### src/rtl/key_debounce_module_pkg.sv
// Shared definitions for the push-button debouncer: FSM state encodings,
// default 50 MHz timing constants and a small press-counter helper.
package key_debounce_module_pkg;

  typedef enum logic [1:0] {
    S_IDLE         = 2'd0,
    S_PRESS_WAIT   = 2'd1,
    S_PRESSED      = 2'd2,
    S_RELEASE_WAIT = 2'd3
  } key_state_e;

  // 10 ms debounce window at 50 MHz
  localparam logic [18:0] T10MS_DEFAULT = 19'd500_000;
  // 1 s long-press threshold at 50 MHz
  localparam logic [25:0] TLONG_DEFAULT = 26'd50_000_000;

  // Press counter advances modulo 4; the 2-bit add wraps 3 -> 0 naturally
  function automatic logic [1:0] press_cnt_inc(input logic [1:0] cnt);
    return cnt + 2'd1;
  endfunction

endpackage

### src/rtl/key_debounce_module_sync2.sv
// Two-flop synchronizer for an asynchronous level input.
// RST_VAL sets the value both flops take in reset so an idle input
// (e.g. a pulled-up button) does not look like an event after reset.
module sync2_module #(
  parameter logic RST_VAL = 1'b1
) (
  input  logic CLK,
  input  logic RST_N,
  input  logic D,
  output logic Q
);

  logic meta_r;
  logic sync_r;

  // Two-stage capture of the asynchronous input
  always_ff @(posedge CLK or negedge RST_N) begin
    if (!RST_N) begin
      meta_r <= RST_VAL;
      sync_r <= RST_VAL;
    end else begin
      meta_r <= D;
      sync_r <= meta_r;
    end
  end

  assign Q = sync_r;

endmodule

### src/rtl/key_debounce_module.sv
// Debouncer for one active-low push-button. Produces registered
// press/release strobes, a debounced held level and a 2-bit wrapping
// press counter used downstream as a blink-mode select.
// Optional long-press strobe on KEY_LONG is built only when the macro
// KEY_LONG_PRESS_EN is defined; otherwise KEY_LONG is tied low.
module key_debounce_module
  import key_debounce_module_pkg::*;
#(
  parameter logic [18:0] T10MS = T10MS_DEFAULT,
  parameter logic [25:0] TLONG = TLONG_DEFAULT
) (
  input  logic       CLK,
  input  logic       RST_N,
  input  logic       KEY_IN,
  output logic       KEY_PRESS,
  output logic       KEY_RELEASE,
  output logic       KEY_DOWN,
  output logic [1:0] PRESS_CNT,
  output logic       KEY_LONG
);

  logic        k_s;
  key_state_e  state_r;
  key_state_e  state_nxt_s;
  logic [18:0] cnt_r;
  logic [18:0] cnt_nxt_s;
  logic        press_nxt_s;
  logic        release_nxt_s;
  logic        down_nxt_s;
  logic [1:0]  press_cnt_nxt_s;
  logic        key_press_r;
  logic        key_release_r;
  logic        key_down_r;
  logic [1:0]  press_cnt_r;

  // Released button reads 1, so the synchronizer resets to 1
  sync2_module #(
    .RST_VAL (1'b1)
  ) u_sync (
    .CLK   (CLK),
    .RST_N (RST_N),
    .D     (KEY_IN),
    .Q     (k_s)
  );

  // FSM state and debounce counter registers
  always_ff @(posedge CLK or negedge RST_N) begin
    if (!RST_N) begin
      state_r <= S_IDLE;
      cnt_r   <= 19'd0;
    end else begin
      state_r <= state_nxt_s;
      cnt_r   <= cnt_nxt_s;
    end
  end

  // Next-state and window counter: a level must hold for T10MS cycles
  always_comb begin
    state_nxt_s = state_r;
    cnt_nxt_s   = cnt_r;
    case (state_r)
      S_IDLE: begin
        if (!k_s) begin
          state_nxt_s = S_PRESS_WAIT;
          cnt_nxt_s   = 19'd0;
        end else begin
          state_nxt_s = S_IDLE;
        end
      end
      S_PRESS_WAIT: begin
        if (k_s) begin
          state_nxt_s = S_IDLE;
          cnt_nxt_s   = 19'd0;
        end else if (cnt_r == T10MS - 19'd1) begin
          state_nxt_s = S_PRESSED;
        end else begin
          cnt_nxt_s   = cnt_r + 19'd1;
        end
      end
      S_PRESSED: begin
        if (k_s) begin
          state_nxt_s = S_RELEASE_WAIT;
          cnt_nxt_s   = 19'd0;
        end else begin
          state_nxt_s = S_PRESSED;
        end
      end
      S_RELEASE_WAIT: begin
        if (!k_s) begin
          state_nxt_s = S_PRESSED;
          cnt_nxt_s   = 19'd0;
        end else if (cnt_r == T10MS - 19'd1) begin
          state_nxt_s = S_IDLE;
        end else begin
          cnt_nxt_s   = cnt_r + 19'd1;
        end
      end
      default: begin
        state_nxt_s = S_IDLE;
        cnt_nxt_s   = 19'd0;
      end
    endcase
  end

  // Output decode: strobes fire only on the confirmed transitions
  always_comb begin
    press_nxt_s     = (state_r == S_PRESS_WAIT)   && (state_nxt_s == S_PRESSED);
    release_nxt_s   = (state_r == S_RELEASE_WAIT) && (state_nxt_s == S_IDLE);
    down_nxt_s      = (state_nxt_s == S_PRESSED) || (state_nxt_s == S_RELEASE_WAIT);
    if (press_nxt_s) begin
      press_cnt_nxt_s = press_cnt_inc(press_cnt_r);
    end else begin
      press_cnt_nxt_s = press_cnt_r;
    end
  end

  // Registered outputs
  always_ff @(posedge CLK or negedge RST_N) begin
    if (!RST_N) begin
      key_press_r   <= 1'b0;
      key_release_r <= 1'b0;
      key_down_r    <= 1'b0;
      press_cnt_r   <= 2'd0;
    end else begin
      key_press_r   <= press_nxt_s;
      key_release_r <= release_nxt_s;
      key_down_r    <= down_nxt_s;
      press_cnt_r   <= press_cnt_nxt_s;
    end
  end

  assign KEY_PRESS   = key_press_r;
  assign KEY_RELEASE = key_release_r;
  assign KEY_DOWN    = key_down_r;
  assign PRESS_CNT   = press_cnt_r;

`ifdef KEY_LONG_PRESS_EN
  logic [25:0] lcnt_r;
  logic [25:0] lcnt_nxt_s;
  logic        long_nxt_s;
  logic        key_long_r;

  // Hold-time counter: restarts on each confirmed press, stops one past
  // the threshold so only a single KEY_LONG can fire per press
  always_comb begin
    lcnt_nxt_s = lcnt_r;
    long_nxt_s = 1'b0;
    if (press_nxt_s || (state_nxt_s == S_IDLE)) begin
      lcnt_nxt_s = 26'd0;
    end else if ((state_r == S_PRESSED) || (state_r == S_RELEASE_WAIT)) begin
      if (lcnt_r == TLONG - 26'd1) begin
        long_nxt_s = 1'b1;
        lcnt_nxt_s = lcnt_r + 26'd1;
      end else if (lcnt_r < TLONG) begin
        lcnt_nxt_s = lcnt_r + 26'd1;
      end else begin
        lcnt_nxt_s = lcnt_r;
      end
    end else begin
      lcnt_nxt_s = lcnt_r;
    end
  end

  // Long-press counter and strobe registers
  always_ff @(posedge CLK or negedge RST_N) begin
    if (!RST_N) begin
      lcnt_r     <= 26'd0;
      key_long_r <= 1'b0;
    end else begin
      lcnt_r     <= lcnt_nxt_s;
      key_long_r <= long_nxt_s;
    end
  end

  assign KEY_LONG = key_long_r;
`else
  // Threshold has no effect without the long-press logic
  logic unused_tlong_s;
  assign unused_tlong_s = ^TLONG;
  assign KEY_LONG       = 1'b0;
`endif

endmodule

### config.mk
export PLATFORM = sky130hd
export DESIGN_NAME = key_debounce_module
export DESIGN_NICKNAME = d
export VERILOG_FILES = /design/src/rtl/key_debounce_module_pkg.sv /design/src/rtl/key_debounce_module_sync2.sv /design/src/rtl/key_debounce_module.sv
export SDC_FILE = /design/constraint.sdc
export NUM_CORES = 1
export LEC_CHECK = 0
export ABC_CLOCK_PERIOD_IN_PS = 2800
export CAP_MARGIN = 20
export CORE_UTILIZATION = 60
export DETAILED_ROUTE_END_ITERATION = 6
export DONT_BUFFER_PORTS = 1
export PLACE_DENSITY = 0.76
export RECOVER_POWER = 25
export SYNTH_ARGS = -nofsm -noshare
export SYNTH_HDL_FRONTEND = slang
export SYNTH_SLANG_ARGS = --single-unit
### constraint.sdc
create_clock -name CLK -period 2.8 [get_ports CLK]
set_input_delay 0.7 -clock CLK [delete_from_list [all_inputs] [get_ports CLK]]
set_output_delay 0.7 -clock CLK [all_outputs]
set_load 0.02 [all_outputs]
**Yosys cells after proc, flatten, opt, wreduce, memory -nomap -nowiden**

Index checks and enable logic that the tools add are counted.

- Add/subtract/negate cells: 2
- Eq/ne operators: 8
- Mux-type cells: 13
- Reduce and logical (&&, ||, !) cells: 6

Operator list:

| cell | count |
|---|---|
| $mux 19 | 5 |
| $pmux 19 s4 | 1 |
| $add 19x1->19 const B | 1 |
| $eq 19x19->1 const B | 1 |
| $eq 2x2->1 const B | 4 |
| $mux 2 | 4 |
| $pmux 2 s4 | 1 |
| $logic_not 2->1 | 2 |
| $add 2x1->2 const B | 1 |
| $eq 2x1->1 const B | 1 |
| $logic_and 1x1->1 | 2 |
| $mux 1 | 2 |
| $ne 2x1->1 const B | 1 |
| $ne 2x2->1 const B | 1 |
| $reduce_and 2->1 | 1 |
| $logic_or 1x1->1 | 1 |

- Flip-flop bits (word level): 28

**Longest topological paths before layout**

Gate-level depths: netlist of run 1.

- Depth in word-level cells: 6
- Mapped depth: 6
- Depth with buffers taken out: 6

**By module**

A second synthesis of run 1 with hierarchy kept.

- Cell total of the unflattened synthesis: 144
- Area total of the unflattened synthesis: 1,415.1 um^2

By module, submodules not included:

| module | times used | cells each | area an instance (um^2) | seq. area each (um^2) |
|---|---|---|---|---|
| key_debounce_module | 1 | 142 | 1,362.6 | 650.6 |
| sync2_module | 1 | 2 | 52.6 | 52.6 |

**Worst setup path after synthesis of run 1**

OpenSTA, ideal clock, no wires.

- Path kind: register to register
- Start: register cnt_r[6]
- End: register press_cnt_r[1], in the netlist PRESS_CNT[1]
- Arrival: 1,572 ps
- Required time: 2,672 ps
- Slack: 1,100 ps
- Cell stages (with the launch flop): 6
- Buffers on the path: 0
- Path through: dfrtp_1 > nor4_2 > nand3_2 > nor4_4 > nand4_1 > xnor2_1

- Longest elaborated chain between the ends: 6

Ends and longest elaborated chain:

| item | RTL line | text |
|---|---|---|
| from (decl) | key_debounce_module.sv:25 | `logic [18:0] cnt_r;` |
| from (signal assigned) | key_debounce_module.sv:53 | `cnt_r <= cnt_nxt_s;` |
| $eq 19x19->1 * | key_debounce_module.sv:74, key_debounce_module.sv:92 |  |
| $mux 2 (on tied branches) | key_debounce_module.sv:92, key_debounce_module.sv:74 |  |
| $mux 2 (on tied branches) | key_debounce_module.sv:89, key_debounce_module.sv:71 |  |
| $pmux 2 s4 * | key_debounce_module.sv:61 | `case (state_r)` |
| $eq 2x2->1 * | key_debounce_module.sv:107 | `press_nxt_s = (state_r == S_PRESS_WAIT) && (state_nxt_s == S_PRESSED);` |
| $logic_and 1x1->1 * | key_debounce_module.sv:107 |  |
| to (signal assigned) | key_debounce_module.sv:128 | `press_cnt_r <= press_cnt_nxt_s;` |
| to (decl) | key_debounce_module.sv:34 | `logic [1:0] press_cnt_r;` |

Mark *: on every way between the ends. The rest lies on a longest branch, timed or not.
A chain may end at the register's enable or synchronous reset.

**Worst setup path in the final report of run 1**

Same ends and word-level chain as after synthesis.

==> results_dict.tcl, run 1 <==
set metrics [dict create \
    grt_max_degree 29 \
    crit_path_end_kind "flip-flop" \
    synth_flop_cell "sky130_fd_sc_hd__dfrtp_1" \
    root_buf_cell "sky130_fd_sc_hd__clkbuf_4" \
    path_cells "nor4_2, nand3_2, nor4_4, nand4_1, xnor2_1" \
    num_io_pins 9 \
    clock_slew_at_the_register_clock_pins_of_the_worst_setup_and_hold_paths_ns 0.14 \
    worstPathBufferInverterCount 0 \
    initial_antenna_violation_count 0 \
    place_worst_setup_slack_ns 0.926 \
    area_delta_synth_final_pct 2.97 \
    stdcell_count 176 \
    timing.max_cap.violations 0 \
    worstPathArrival_ns 2.09 \
    maxSlewViolCount 0 \
    final_period_minus_worst_setup_slack_ns 1.88 \
    worst_path_dominant_cell_family "simple AND/OR/NAND/NOR gates" \
    buffers_added_on_ports 0 \
    grtUsageTotal_pct 24.4 \
    worstSkewPairLatency_ns 0.31 \
    routed-via-count 1065 \
    drtPass1Iterations 5 \
    yosys.area_share.adder_pct 0.873 \
    final_nets 153 \
    synthCells 148 \
    holdWs_ns 0.0564 \
    number_of_h_tree_levels 1 \
    gpl.final_weighted_congestion 0.839 \
    placed_inst_area_mm2 0.00145 \
    detail_route.drc_violations 0 \
    insertedDiodeCount 0 \
    dieWidth_um 50.9 \
    grt_first_pass_wirelength_um 4690 \
    finalWorstSetupSlack_ns 0.917 \
    synth-seq-cells 28 \
    detail_route.wl_per_cell_um 15.2 \
    vdd.ir_drop.worst_mv 0.319 \
    fin_area_mm2 0.00148 \
    postRouteWirelength_um 2680 \
    synth.distinct_cells 37 \
    chipHeight_um 50.9 \
    die_area_mm2 0.00259 \
    setup.worst_path.class "reg -> reg" \
    synth_top_family_by_area "simple AND/OR/NAND/NOR gates" \
    ys.warnings.count 0 \
    core_area_mm2 0.00223 \
    p_per_area_mw_per_mm2 438 \
    number_of_enable_type_register_cells_in_the_synthesized_netlist 0 \
    numPlacedInstances 172 \
    critical-path-max-stage-delay_ns 0.48 \
    final.setup.tns_ns 0 \
    final_min_period_over_clock_period_pct 67.2 \
    number_of_design_rule_violations_left_by_the_first_detailed_router_iteration 30 \
    tightestPinTransition_ns 0.669 \
    layout.filler_cells 188 \
    grt_pass1_vias 1060 \
    cts-root-to-sink-buffers 2 \
    most_used_cells_in_the_layout_excluding_fill_and_tap_cells "sky130_fd_sc_hd__dfrtp_1 (26), sky130_fd_sc_hd__nand2_1 (16), sky130_fd_sc_hd__nor2_1 (16)" \
    start_util_pct 64.1 \
    routed_via_density 6.05 \
    final_layout_size_suffix_gt1_share_pct 10.1 \
    slowest_stage "sky130_fd_sc_hd__nor4_4" \
    synth_simple_gate_area_share_pct 27.0 \
    globalRoute.totalOverflow 0 \
    yosys-mux-area-fraction_pct 2.10 \
    clock_buffer_count_from_cts 3 \
    syn_avg_cell_area_um2 9.68 \
    cts_hold_buf 0 \
    status "finished clean" \
    setup-violations-final 0 \
    cts_setup_buffers 0 \
    post_cts.resized_instances 0 \
    setup_skew_after_layout_ns 0.00131 \
    xor_xnor_fraction_of_synth_area_pct 6.11 \
    timing.hold.worst.class "in -> async" \
    slew_headroom_pct 55.2 \
    maxClockFrequency_ghz 0.531 \
    synth_nets 152 \
    dp.final_hpwl_um 1940 \
    tritoncts "done" \
    mostFrequentLayoutCell "sky130_fd_sc_hd__dfrtp_1" \
    area_fraction_in_compound_gates_after_synthesis_pct 10.9 \
    report.final.hold_viol_count 0 \
    cellLeakagePower_uw 0.000635 \
    synth-async-reset-ratio_pct 100 \
    cp_data_required_time_ns 3.01 \
    combined_area_of_all_synthesized_cells_mm2 0.00143 \
    worst_path_max_fanout 8 \
    grt_setup_unrepaired "no" \
    seq_area_frac_synth_pct 49.1 \
    std_cell_rows 17 \
    number_of_nets_still_failing_antenna_checks_after_routing 0 \
    start_kind "flip-flop" \
    clk_sink_count 28 \
]
-- Yosys cell counts (3+ instances only) --
| library cell | instances | area share, % |
|---|---|---|
| sky130_fd_sc_hd__dfrtp_1 | 26 | 45 |
| sky130_fd_sc_hd__nand2_1 | 16 | 4.2 |
| sky130_fd_sc_hd__nor2_1 | 16 | 4.2 |
| sky130_fd_sc_hd__nand3_1 | 11 | 3.8 |
| sky130_fd_sc_hd__inv_1 | 9 | 2.4 |
| sky130_fd_sc_hd__o21ai_0 | 6 | 2.1 |
| sky130_fd_sc_hd__xor2_1 | 6 | 3.7 |
| sky130_fd_sc_hd__nand4_1 | 5 | 2.2 |
| sky130_fd_sc_hd__a21oi_1 | 4 | 1.4 |
| sky130_fd_sc_hd__xnor2_1 | 4 | 2.4 |
| sky130_fd_sc_hd__a31oi_1 | 3 | 1.3 |
| sky130_fd_sc_hd__clkbuf_1 | 3 | 0.79 |
| sky130_fd_sc_hd__mux2i_1 | 3 | 2.1 |
| sky130_fd_sc_hd__nor3_1 | 3 | 1.0 |
| sky130_fd_sc_hd__o31ai_1 | 3 | 1.6 |
| sky130_fd_sc_hd__or3_1 | 3 | 1.3 |
-- power breakdown --
group / internal (µW) / switching (µW) / leakage (µW)
Combinational: 21.6 / 26.9 / 0.000240
Clock: 55.6 / 108 / 0.0000150
Sequential: 419 / 15.4 / 0.000380
-- flip-flops by register name, summed over array words and instances (netlist names) --
register and cells:
cnt_r 19, PRESS_CNT 2, state_r 2, KEY_DOWN 1, KEY_PRESS 1, KEY_RELEASE 1, u_sync.Q 1, u_sync.meta_r 1
-- area by class of cell --
cell class	count	area [µm²]	share of cell area (%)
Sequential cell	28	703	47.7
Multi-Input combinational cell	107	677	45.9
Tap cell	28	35.0	2.37
Inverter	9	33.8	2.29
Clock buffer	4	26.3	1.78
-- cells by family (layout without fill, tap and decap cells) --
group,Yosys count,count (layout)
DFF,28,28
muxes,3,3
other,1,1
xor gates and xnor gates,10,10
adders and majority gates,1,1
AOI/OAI and AO/OA,24,24
and+or+nand+nor,68,68
buffers and inverters,13,13
-- final timing paths --
path	end	cells after the start	slack (ns)	from
setup / recovery	PRESS_CNT[1]	5	0.92	cnt_r[6]
max in group asynchronous	u_sync.Q	0	2.57	RST_N
hold / removal	cnt_r[3]	0	0.06	RST_N
setup reg to reg	PRESS_CNT[1]	5	0.92	cnt_r[6]
hold reg to reg	u_sync.Q	0	0.37	u_sync.meta_r
min in group CLK	u_sync.meta_r	0	0.36	KEY_IN
-- stage by stage --
| stage | util, % | power [µW] |
|---|---|---|
| floorplan | - | 478 |
| global placement | 64.9 | 487 |
| detailed placement | 64.9 | 490 |
| CTS | 66.1 | 654 |
| global route | 66.1 | 672 |
| finish | 66.1 | 646 |
-- metal layers --
metal	global-route usage, %	part of all wire [%]
met1	34.3	50
met2	39.1	47
met3	4.76	3.4
met4	6.02	0.34
met5	0	0
Note: power is estimated with default switching activity, not from simulation.
==> run 2, diff against run 1 <==
--- a/config.mk
+++ b/config.mk
@@ -5,12 +5,12 @@
 export SDC_FILE = /design/constraint.sdc
 export NUM_CORES = 1
 export LEC_CHECK = 0
-export ABC_CLOCK_PERIOD_IN_PS = 2800
+export ABC_CLOCK_PERIOD_IN_PS = 1700
 export CAP_MARGIN = 20
-export CORE_UTILIZATION = 60
+export CORE_UTILIZATION = 55
 export DETAILED_ROUTE_END_ITERATION = 6
 export DONT_BUFFER_PORTS = 1
-export PLACE_DENSITY = 0.76
+export PLACE_DENSITY = 0.73
 export RECOVER_POWER = 25
 export SYNTH_ARGS = -nofsm -noshare
 export SYNTH_HDL_FRONTEND = slang
==> constraint.sdc (replaced) <==
create_clock -name CLK -period 1.7 [get_ports CLK]
set_input_delay 0.425 -clock CLK [delete_from_list [all_inputs] [get_ports CLK]]
set_output_delay 0.425 -clock CLK [all_outputs]
set_load 0.02 [all_outputs]
==> results_dict.tcl, run 2 (synthesized netlist as in run 1, its figures left out) <==
set metrics [dict create \
    status "finished, violations left" \
    violations "setup timing" \
    maxSlewViolCount 0 \
    start_kind "flip-flop" \
    postRouteWirelength_um 3430 \
    largest_register_ffs 19 \
    worst_setup_path_startpoint "cnt_r[12]" \
    power_frac_clock_pct 33.7 \
    area_delta_synth_final_pct 25.4 \
    setup.worst_path.class "reg -> reg" \
    placed_inst_area_mm2 0.00162 \
    routed_via_density 5.88 \
    worstPathArrival_ns 2.10 \
    detail_route.wl_per_cell_um 16.6 \
    layout.core_utilization_pct 72.5 \
    dieWidth_um 53.0 \
    root_buf_cell "sky130_fd_sc_hd__clkbuf_4" \
    std_cell_rows 18 \
    final_period_minus_worst_setup_slack_ns 1.86 \
    fin_area_mm2 0.00180 \
    most_used_cells_in_the_layout_excluding_fill_and_tap_cells "sky130_fd_sc_hd__dfrtp_1 (26), sky130_fd_sc_hd__buf_4 (26), sky130_fd_sc_hd__nand2_1 (15)" \
    insertedDiodeCount 0 \
    pwr-share-seq_pct 53.8 \
    drtPass1Iterations 4 \
    netSwitchingFraction_pct 23.7 \
    start_util_pct 57.8 \
    grt_setup_unrepaired "yes" \
    cellLeakagePower_uw 0.000813 \
    routed-via-count 1218 \
    stdcell_count 207 \
    total_switching_power_uw 312 \
    grt_max_degree 29 \
    slew_headroom_pct 54.1 \
    num_io_pins 9 \
    grt.busiest_layer "met2" \
    finalWorstSetupSlack_ns -0.165 \
    global_route.usage.met3_pct 2.59 \
    p_per_area_mw_per_mm2 733 \
    gpl.final_weighted_congestion 0.929 \
    crit_path_end_kind "flip-flop" \
    tightestPinTransition_ns 0.689 \
    cts-root-to-sink-buffers 2 \
    clk_sink_count 28 \
    final_layout_size_suffix_gt1_share_pct 29.9 \
    timing.max_cap.violations 0 \
    grt_pass1_vias 1142 \
    number_of_design_rule_violations_left_by_the_first_detailed_router_iteration 47 \
    setup_skew_after_layout_ns 0.00669 \
    globalRoute.totalOverflow 0 \
    vdd.ir_drop.worst_mv 0.671 \
    dp.final_hpwl_um 2330 \
    report.final.hold_viol_count 0 \
    fin_total_pwr_uw 1320 \
    final_min_period_over_clock_period_pct 110 \
    chipHeight_um 53.0 \
    power.share.combinational_pct 12.5 \
    timing.hold.worst.class "in -> reg" \
    cell_internal_pwr_uw 1000 \
    buffers_added_on_ports 0 \
    r2r_start "cnt_r[12]" \
    initial_antenna_violation_count 0 \
    worstSkewPairLatency_ns 0.34 \
    setup-violations-final 12 \
    layout.filler_cells 171 \
    grt_use_met2_pct 41.6 \
    maxClockFrequency_ghz 0.536 \
    cp_data_required_time_ns 1.94 \
    core_area_mm2 0.00248 \
    number_of_nets_still_failing_antenna_checks_after_routing 0 \
    gr-usage-met1_pct 34.9 \
    number_of_h_tree_levels 1 \
    numPlacedInstances 197 \
    clock_buffer_count_from_cts 3 \
    final_nets 182 \
    tritoncts "done" \
    detail_route.drc_violations 0 \
    max_flop_register "cnt_r" \
    holdCritStartpoint "KEY_IN" \
    die_area_mm2 0.00281 \
    grt_first_pass_wirelength_um 5120 \
    worst_path_max_fanout 8 \
    clock_slew_at_the_register_clock_pins_of_the_worst_setup_and_hold_paths_ns 0.16 \
    grtUsageTotal_pct 25.6 \
]
[run 2: timing repair]
item,CTS,global route
hold buffers,2,0
hold endpoints to repair,28,0
setup buffers,1,4
setup endpoints to repair,13,24
pin swaps,5,9
cloned,0,0
gates resized for setup,8,9
[run 2: worst paths after layout]
path | slack [ns] | depth (start not counted) | end
max | -0.16 | 6 | PRESS_CNT[1]
min | 0.06 | 0 | u_sync.meta_r
max reg2reg | -0.16 | 6 | PRESS_CNT[1]
min reg2reg | 0.38 | 0 | u_sync.Q
max in group asynchronous | 0.61 | 2 | cnt_r[7]
min in group asynchronous | 0.65 | 2 | KEY_RELEASE
[run 2: per-layer routing]
| layer | wire length (µm) | vias to the layer above |
|---|---|---|
| met4 | 76 | 0 |
| met2 | 1710 | 38 |
| met5 | 0 | - |
| met3 | 133 | 10 |
| met1 | 1510 | 591 |
| li1 | - | 579 |
[run 2: area by class of cell]
| class | count | area (µm²) | area share [%] |
|---|---|---|---|
| Multi-Input combinational cell | 107 | 748 | 41.6 |
| Sequential cell | 28 | 703 | 39.1 |
| Timing Repair Buffer | 29 | 221 | 12.3 |
| Tap cell | 30 | 37.5 | 2.09 |
| Inverter | 9 | 33.8 | 1.88 |
| Clock inverter | 1 | 30.0 | 1.67 |
| Clock buffer | 3 | 22.5 | 1.25 |
[run 2: power groups by stage]
stage / Combinational (µW) / Sequential, µW / Clock (µW)
2_1_floorplan: 70.1 / 717 / 0
3_3_place_gp: 127 / 717 / 0
3_5_place_dp: 126 / 718 / 0
4_1_cts: 152 / 706 / 448
5_1_grt: 179 / 712 / 473
6_report: 165 / 708 / 444
[run 2: worst max-delay path, stage by stage (launching register included)]
cell and delay (ns):
sky130_fd_sc_hd__dfrtp_1 0.41, sky130_fd_sc_hd__or4b_4 0.57, sky130_fd_sc_hd__buf_4 0.16, sky130_fd_sc_hd__nor4_4 0.15
sky130_fd_sc_hd__buf_6 0.18, sky130_fd_sc_hd__nand4_1 0.13, sky130_fd_sc_hd__xnor2_1 0.16
[run 2: metrics by stage]
step,setup WS (ns),hold WS [ns],TNS [ns]
floorplan,-0.0000845,0.129,-0.0000845
global placement,-0.0216,0.130,-0.0216
detailed placement,-0.113,0.130,-0.521
CTS,-0.106,0.0506,-0.464
global route,-0.229,0.0327,-1.81
finish,-0.165,0.0589,-1.06
==> run 3, diff against run 2 <==
--- a/config.mk
+++ b/config.mk
@@ -7,6 +7,7 @@
 export LEC_CHECK = 0
 export ABC_CLOCK_PERIOD_IN_PS = 1700
 export CAP_MARGIN = 20
+export CORE_MARGIN = 2
 export CORE_UTILIZATION = 55
 export DETAILED_ROUTE_END_ITERATION = 6
 export DONT_BUFFER_PORTS = 1
@@ -14,4 +15,5 @@
 export RECOVER_POWER = 25
 export SYNTH_ARGS = -nofsm -noshare
 export SYNTH_HDL_FRONTEND = slang
+export SYNTH_HIERARCHICAL = 1
 export SYNTH_SLANG_ARGS = --single-unit
==> results_dict.tcl, run 3 <==
set metrics [dict create \
    grt_max_degree 29 \
    final_nets 184 \
    detail_route.drc_violations 0 \
    synth-async-reset-ratio_pct 100 \
    slowest_stage "sky130_fd_sc_hd__or4_4" \
    synth_simple_gate_area_share_pct 24.8 \
    synthMostInstantiatedCell "sky130_fd_sc_hd__dfrtp_1" \
    worstSkewPairLatency_ns 0.33 \
    grt_first_pass_wirelength_um 5390 \
    final_min_period_over_clock_period_pct 120 \
    xor_xnor_fraction_of_synth_area_pct 4.33 \
    synth-seq-cells 28 \
    core_area_mm2 0.00245 \
    detail_route.wl_per_cell_um 17.0 \
    placed_inst_area_mm2 0.00165 \
    insertedDiodeCount 0 \
    cp_data_required_time_ns 1.97 \
    final_layout_size_suffix_gt1_share_pct 33.0 \
    num_io_pins 9 \
    grtUsageTotal_pct 25.3 \
    number_of_h_tree_levels 1 \
    ys.warnings.count 6 \
    clock_buffer_count_from_cts 3 \
    status "finished, violations left" \
    final_period_minus_worst_setup_slack_ns 2.04 \
    combined_area_of_all_synthesized_cells_mm2 0.00142 \
    routed_via_density 6.15 \
    clock_slew_at_the_register_clock_pins_of_the_worst_setup_and_hold_paths_ns 0.16 \
    initial_antenna_violation_count 0 \
    maxClockFrequency_ghz 0.489 \
    start_kind "flip-flop" \
    timing.hold.worst.class "in -> reg" \
    timing.max_cap.violations 0 \
    vdd.ir_drop.worst_mv 0.597 \
    cts-root-to-sink-buffers 2 \
    critical-path-max-stage-delay_ns 0.54 \
    tightestPinTransition_ns 0.680 \
    grt_pass1_vias 1194 \
    syn_avg_cell_area_um2 9.83 \
    yosys-mux-area-fraction_pct 0.796 \
    yosys.area_share.adder_pct 0.884 \
    worstPathArrival_ns 2.32 \
    cellLeakagePower_uw 0.000796 \
    worst_path_dominant_cell_family "simple AND/OR/NAND/NOR gates" \
    worstPathBufferInverterCount 1 \
    report.final.hold_viol_count 0 \
    start_util_pct 57.6 \
    synth_commonest_cells "sky130_fd_sc_hd__dfrtp_1 (26), sky130_fd_sc_hd__o21ai_0 (20), sky130_fd_sc_hd__nand2_1 (13), sky130_fd_sc_hd__nand3_1 (11), sky130_fd_sc_hd__nor2_1 (11)" \
    dp.final_hpwl_um 2380 \
    seq_area_frac_synth_pct 49.7 \
    synthCells 144 \
    slew_headroom_pct 54.7 \
    finalWorstSetupSlack_ns -0.345 \
    setup.worst_path.class "reg -> reg" \
    synth_top_family_by_area "simple AND/OR/NAND/NOR gates" \
    yosysTopAreaCell "sky130_fd_sc_hd__dfrtp_1" \
    fin_area_mm2 0.00180 \
    violations "setup timing" \
    mostFrequentLayoutCell "sky130_fd_sc_hd__buf_4" \
    path_cells "or4_4, nor4_4, buf_4, nand3_4, nor4b_4, xor2_1" \
    std_cell_rows 18 \
    setup-violations-final 15 \
    largest_register_ffs 19 \
    area_delta_synth_final_pct 27.1 \
    synth_flop_cell "sky130_fd_sc_hd__dfrtp_1" \
    number_of_nets_still_failing_antenna_checks_after_routing 0 \
    crit_path_end_kind "flip-flop" \
    synth_top_area_share_pct 46.0 \
    dieWidth_um 54.7 \
    globalRoute.totalOverflow 0 \
    grt_setup_unrepaired "yes" \
    clk_sink_count 28 \
    buffers_added_on_ports 0 \
    worst_path_max_fanout 4 \
    synth.distinct_cells 39 \
    drtPass1Iterations 4 \
    routed-via-count 1286 \
    setup_skew_after_layout_ns 0.00368 \
    maxSlewViolCount 0 \
    number_of_design_rule_violations_left_by_the_first_detailed_router_iteration 60 \
    area_fraction_in_compound_gates_after_synthesis_pct 16.6 \
    synth.top_cells.by_area "sky130_fd_sc_hd__dfrtp_1 (46%), sky130_fd_sc_hd__o21ai_0 (7.1%), sky130_fd_sc_hd__nand3_1 (3.9%)" \
    most_used_cells_in_the_layout_excluding_fill_and_tap_cells "sky130_fd_sc_hd__buf_4 (35), sky130_fd_sc_hd__dfrtp_1 (26), sky130_fd_sc_hd__o21ai_0 (15)" \
    layout.filler_cells 166 \
    tritoncts "done" \
    postRouteWirelength_um 3550 \
    p_per_area_mw_per_mm2 680 \
    number_of_enable_type_register_cells_in_the_synthesized_netlist 0 \
    die_area_mm2 0.00299 \
    fin_total_pwr_uw 1220 \
    max_flop_register "cnt_r" \
    root_buf_cell "sky130_fd_sc_hd__clkbuf_4" \
    chipHeight_um 54.7 \
    gpl.final_weighted_congestion 0.869 \
    synth_nets 148 \
]
[run 3: cell families (layout without fill, tap and decap cells)]
kind of cell / count (synthesis) / after routing
flops: 28 / 28
fa+ha+maj: 1 / 1
compound gates: 40 / 40
other cells: 1 / 1
simple gates: 59 / 59
mux: 1 / 1
buf+inv: 7 / 42
xor+xnor: 7 / 7
[run 3: area by class of cell]
type	count	area (µm²)	share of cell area [%]
timing repair buffer	37	278	15.4
clock inverter	1	30.0	1.67
inverter	1	3.75	0.209
multi-input combinational	109	723	40.2
sequential	28	703	39.1
tap	30	37.5	2.09
clock buffer	3	22.5	1.25
[run 3: metrics by stage]
stage               cells  worst slack, ns  TNS, ns  hold slack, ns  utilization (%)
CTS                   207           -0.301    -2.97          0.0612             72.1
floorplan             144           -0.352    -2.45           0.129                -
finish                209           -0.345    -3.57          0.0638             73.2
global route          209           -0.405    -4.56          0.0445             73.2
detailed placement    199           -0.375    -3.26           0.130             67.3
global placement      199           -0.292    -2.87           0.130             67.3
[run 3: repair_timing]
action / 4_1_cts / 5_1_grt
gates resized for setup: 9 / 7
pin swaps: 8 / 3
endpoints found under the setup margin: 15 / 20
hold endpoints to repair: 28 / 0
setup buffers: 2 / 2
hold buffers: 2 / 0
[run 3: path summary, 6_finish.rpt]
check | startpoint | end | slack, ns | cells past startpoint
max | cnt_r[5] | PRESS_CNT[1] | -0.34 | 6
min | KEY_IN | u_sync/meta_r | 0.06 | 0
max reg2reg | cnt_r[5] | PRESS_CNT[1] | -0.34 | 6
min reg2reg | u_sync/meta_r | u_sync/Q | 0.37 | 0
max in group asynchronous | RST_N | cnt_r[12] | 0.63 | 2
min in group asynchronous | RST_N | cnt_r[9] | 0.65 | 2
[run 3: worst register-to-register path, delay by kind of cell, from the launching register on]
family,cells,cell delay [ns]
AND/OR/NAND/NOR,4,1.19
flip-flops,1,0.44
buffers and inverters,1,0.17
XOR/XNOR,1,0.17
[run 3: routing by layer]
layer  global-route usage (%)  wire length [µm]  up-vias
met5                        0                 0        -
met4                     5.42                46        0
met3                     4.10               184        9
met2                     42.7              1800       62
met1                     33.9              1520      613
li1                         -                 -      602
[run 3: report_power, final]
group | switching [µW] | internal [µW]
combinational | 52.5 | 36.1
sequential | 7.67 | 676
clock | 211 | 238
